### src/rtl/ram8_16bit_regfile.sv
// Eight-entry register bank with one-hot write decode, registered 8:1 readback
// and a burst-write FSM that streams consecutive words into successive entries.
module ram8_16bit_regfile #(
    parameter int unsigned WIDTH = 16
) (
    input  logic             clk,
    input  logic             rst,
    input  logic [WIDTH-1:0] in,
    input  logic             load,
    input  logic [2:0]       address,
    input  logic             burst_start,
    input  logic [2:0]       burst_len,
    input  logic             rd_en,
    input  logic [2:0]       rd_addr,
    output logic [WIDTH-1:0] out,
    output logic             out_valid,
    output logic             busy,
    output logic             burst_done,
    output logic [7:0]       written
);

    typedef enum logic {IDLE, BURST} state_t;

    state_t           state, next_state;
    logic [WIDTH-1:0] regs [8];
    logic [2:0]       ptr;
    logic [3:0]       remaining;
    logic             we;
    logic [2:0]       waddr;
    logic [7:0]       wsel;
    logic             last_word;

    always_comb begin
        next_state = state;
        we         = 1'b0;
        waddr      = address;
        last_word  = 1'b0;
        case (state)
            IDLE: begin
                // burst_start wins over a same-cycle load
                if (burst_start) next_state = BURST;
                else if (load)   we = 1'b1;
            end
            BURST: begin
                waddr = ptr;
                if (load) begin
                    we = 1'b1;
                    if (remaining == 4'd1) begin
                        last_word  = 1'b1;
                        next_state = IDLE;
                    end
                end
            end
            default: next_state = IDLE;
        endcase
    end

    // One-hot demux of the write strobe
    always_comb begin
        wsel = '0;
        if (we) wsel[waddr] = 1'b1;
    end

    assign busy = (state == BURST);

    always_ff @(posedge clk or posedge rst) begin
        if (rst) state <= IDLE;
        else     state <= next_state;
    end

    always_ff @(posedge clk or posedge rst) begin
        if (rst) begin
            ptr        <= '0;
            remaining  <= '0;
            burst_done <= 1'b0;
        end else begin
            burst_done <= last_word;
            if (state == IDLE && burst_start) begin
                ptr       <= address;
                remaining <= (burst_len == 3'd0) ? 4'd8 : {1'b0, burst_len};
            end else if (state == BURST && load) begin
                ptr       <= ptr + 3'd1;
                remaining <= remaining - 4'd1;
            end
        end
    end

    always_ff @(posedge clk or posedge rst) begin
        if (rst) begin
            for (int unsigned i = 0; i < 8; i++) regs[i] <= '0;
            written <= '0;
        end else begin
            for (int unsigned i = 0; i < 8; i++)
                if (wsel[i]) regs[i] <= in;
            written <= written | wsel;
        end
    end

    // Non-blocking update makes a same-cycle read see the pre-write value
    always_ff @(posedge clk or posedge rst) begin
        if (rst) begin
            out       <= '0;
            out_valid <= 1'b0;
        end else begin
            out_valid <= rd_en;
            if (rd_en) out <= regs[rd_addr];
        end
    end

endmodule

### config.mk
export PLATFORM = sky130hd
export DESIGN_NAME = ram8_16bit_regfile
export DESIGN_NICKNAME = d
export VERILOG_FILES = /design/src/rtl/ram8_16bit_regfile.sv
export SDC_FILE = /design/constraint.sdc
export NUM_CORES = 1
export LEC_CHECK = 0
export ABC_AREA = 0
export CORE_UTILIZATION = 57
export DETAILED_ROUTE_END_ITERATION = 10
export GPL_TIMING_DRIVEN = 0
export HOLD_SLACK_MARGIN = 0.12
export PLACE_DENSITY = 0.76
export SYNTH_ARGS = -nofsm -noshare
export SYNTH_HDL_FRONTEND = slang
export SYNTH_SLANG_ARGS = --single-unit
### constraint.sdc
create_clock -name clk -period 8.75 [get_ports clk]
set_input_delay 0.875 -clock clk [delete_from_list [all_inputs] [get_ports clk]]
set_output_delay 0.875 -clock clk [all_outputs]
set_load 0.01 [all_outputs]
==> flow_summary.json <==
{
  "outcome": "finished clean",
  "cts_buffer_depth": 2,
  "drt_iter0_markers": 276,
  "power_leakage_nw": 4.26,
  "htreeDepth": 4,
  "io_pins": 57,
  "grt_use_met1_pct": 33.8,
  "clk_latency_ns": 0.43,
  "setup_violations": 0,
  "critical_path_class": "input port to flop",
  "antenna_found_initial": 0,
  "drive_gt1_share_pct": 31.7,
  "cts_tree": "yes",
  "grt_most_used_layer": "met2",
  "firstDrtPassIters": 5,
  "cts_sinks": 162,
  "fin_crit_sh_pct": 29.2,
  "slew-limit-headroom_pct": 38.0,
  "io_buffers": 52,
  "fp.dieW_um": 119,
  "overflow": 0,
  "arrival_ns": 2.87,
  "max_stage_delay_ns": 0.61,
  "rsz0062_at_grt": "false",
  "place_inst": 775,
  "yosysTopAreaCell": "dfrtp_1",
  "ys_warn_count": 0,
  "p_seq_share_pct": 41.6,
  "synthAdderAreaFrac_pct": 0.477,
  "clkPwrFrac_pct": 25.1,
  "antenna_cells": 0,
  "post-route-min-period_ns": 2.56,
  "synthArstFlopShare_pct": 100,
  "layout.nets": 651,
  "synth-simple-area-share_pct": 7.52,
  "sw_frac_of_total_pct": 28.4,
  "met2_usage_pct": 44.1,
  "track_usage_pct": 26.4,
  "syn_area_um2": 7870,
  "synth-edff-count": 0,
  "dp_hpwl_um": 11200,
  "ir_drop_uv": 171,
  "crit_chain": "clkdlybuf4s50_1, nor3b_4, o221a_1, buf_6, buf_12, mux2_4",
  "start_util_pct": 58.9,
  "comb_power_share_pct": 33.2,
  "syn-num-nets": 579,
  "required_ns": 9.06,
  "hold_path.class": "flop to flop",
  "synth_compound_area_share_pct": 9.00,
  "post_cts_buffers": 0,
  "syn_area_per_cell_um2": 14.4,
  "cp_slowest_cell": "clkdlybuf4s50_1",
  "layout.cells.non_filler": 807,
  "nFillCells": 956,
  "area_delta_synth_final_pct": 17.8,
  "ys_ff_latch": 162,
  "crit_path_end_kind": "flop",
  "power_w": 0.00315,
  "clk_pin_slew_ns": 0.06,
  "via_per_inst": 5.96,
  "synth.area.top_cells": "dfrtp_1, mux2_4, mux2_2, mux2i_1, nor2b_1",
  "synth_top_flop_cell": "dfrtp_1",
  "ctsRootBufferMaster": "clkbuf_16",
  "post_dp_cell_area_um2": 8640,
  "vias": 4811,
  "seq_area_frac_synth_pct": 51.5,
  "maxCapViolCount": 0,
  "grt_pass1_wl_um": 28200,
  "synthMuxAreaShare_pct": 27.6,
  "grt_max_degree": 103,
  "synth_xor_area_share_pct": 0.445,
  "power.density_nw_per_um2": 340,
  "drc": 0,
  "gr-usage-met3_pct": 5.56,
  "slew_violations": 0,
  "grt_pass1_vias": 5209,
  "num_rows": 42,
  "cp_max_fo": 10,
  "drtAntennaViolNets": 0,
  "dieArea_um2": 14300,
  "core_um2": 13300,
  "switchingPower_w": 0.000894,
  "worstSetupStartpointType": "input port",
  "die_y_um": 119,
  "hold_viol_final": 0,
  "worstSetupStartpoint": "burst_start",
  "power.internal_w": 0.00226,
  "wirelength_um": 17400,
  "fin_setup_tns_ns": 0,
  "utilization_pct": 69.5,
  "gp_congestion": 0.770,
  "syn_inst": 546,
  "hold_start": "written[7]$_DFF_PP0_",
  "synth_top_area_share_pct": 51.5,
  "r2r-start": "busy$_DFF_PP0_",
  "max_freq_ghz": 0.391,
  "finalClockSkew_ns": 0.0106,
  "cts_hold_buf": 0,
  "synth_top_family_by_area": "multiplexers",
  "synth_cell_type_count": 37,
  "cts_made_buffers": 17,
  "wire_per_inst_um": 21.5,
  "stdcell_area_um2": 9270,
  "cts_resized": 0,
  "worst_slew_pin_slew_ns": 0.929
}
-- synth_stat cells, types with 3 or more instances --
master    instances
a41o_1           16
nand3_1          16
ha_1              3
nor2b_1          41
nand2_1           4
mux2_2           65
mux2_4           63
nand2b_1          8
nor3b_4           3
o221ai_4          7
clkbuf_1         12
a22oi_1          16
buf_6            11
a211oi_1          6
and3b_1           3
a211o_1          16
a21oi_1           6
inv_1             3
nor2_1            3
buf_2            13
mux2i_1          49
dfrtp_1         162
-- final timing paths --
kind                       slack, ns  depth (start not counted)              endpoint
max in group asynchronous       6.94                          3  written[7]$_DFF_PP0_
hold / removal                  0.46                          1  written[7]$_DFF_PP0_
setup reg to reg                6.74                          6  regs[51]$_DFFE_PP0P_
setup / recovery                6.19                          6  regs[13]$_DFFE_PP0P_
min in group asynchronous       1.00                          2  written[3]$_DFF_PP0_
hold reg to reg                 0.46                          1  written[7]$_DFF_PP0_
-- cell type report --
cell class                 instances  area [µm²]  share of cell area (%)
sequential                       162        4050                    43.7
multi-input combinational        343        3540                    38.2
timing repair buffer              53         548                    5.91
clock buffer                      22         474                    5.12
buffer                            38         262                    2.82
tap                              176         220                    2.38
clock inverter                    10         155                    1.67
inverter                           3        16.3                   0.175
-- placed cells by master, fill, tap and decap left out, types with 3 or more instances in the layout --
cell type / instances
a211o_1: 16
a211oi_1: 6
a21oi_1: 6
a22oi_1: 16
a41o_1: 16
and3b_1: 3
buf_2: 13
buf_6: 11
bufinv_16: 4
clkbuf_1: 14
clkbuf_16: 17
clkbuf_8: 3
clkdlybuf4s50_1: 52
clkinv_2: 4
dfrtp_1: 162
ha_1: 3
mux2_2: 65
mux2_4: 63
mux2i_1: 49
nand2_1: 4
nand2b_1: 8
nand3_1: 16
nor2_1: 3
nor2b_1: 41
nor3b_4: 3
o221ai_4: 7
-- routing by layer --
layer | wire, µm | vias up
met3 | 720 | 25
met4 | 334 | 0
met2 | 8690 | 126
li1 | - | 2161
met1 | 7610 | 2499
met5 | 0 | -
-- power by group through the flow --
stage | logic (W) | clock network (W) | registers (W)
3_3_place_gp | 0.00101 | 0 | 0.00129
2_1_floorplan | 0.000798 | 0 | 0.00127
3_5_place_dp | 0.00105 | 0 | 0.00131
6_report | 0.00105 | 0.000791 | 0.00131
5_1_grt | 0.00113 | 0.000835 | 0.00135
4_1_cts | 0.00106 | 0.000804 | 0.00131
-- critical path: cells and delay by family --
kind / cells / cell delay (ns)
buffers and inverters: 3 / 0.95
and+or+nand+nor: 1 / 0.46
muxes: 1 / 0.31
AOI/OAI and AO/OA: 1 / 0.26
-- state kept, by name (all words and copies together), names as in the netlist --
name	cells
out_valid	1
burst_done	1
ptr	3
out	16
remaining	4
regs	128
written	8
busy	1
-- logic make-up (layout without fill, tap and decap cells) --
group           count (synthesis)  in the layout
buf+inv                        41            126
flops                         162            162
xor+xnor                        4              4
fa+ha+maj                       3              3
mux                           177            177
compound gates                 71             71
simple gates                   88             88
-- metrics by stage --
| stage | setup slack [ns] | hold WS [ns] |
|---|---|---|
| 2_1_floorplan | 3.50 | 0.458 |
| 3_3_place_gp | 1.64 | 0.449 |
| 3_5_place_dp | 5.76 | 0.451 |
| 4_1_cts | 6.21 | 0.470 |
| 5_1_grt | 6.13 | 0.486 |
| 6_report | 6.19 | 0.464 |
Note: power is estimated with default switching activity, not from simulation.
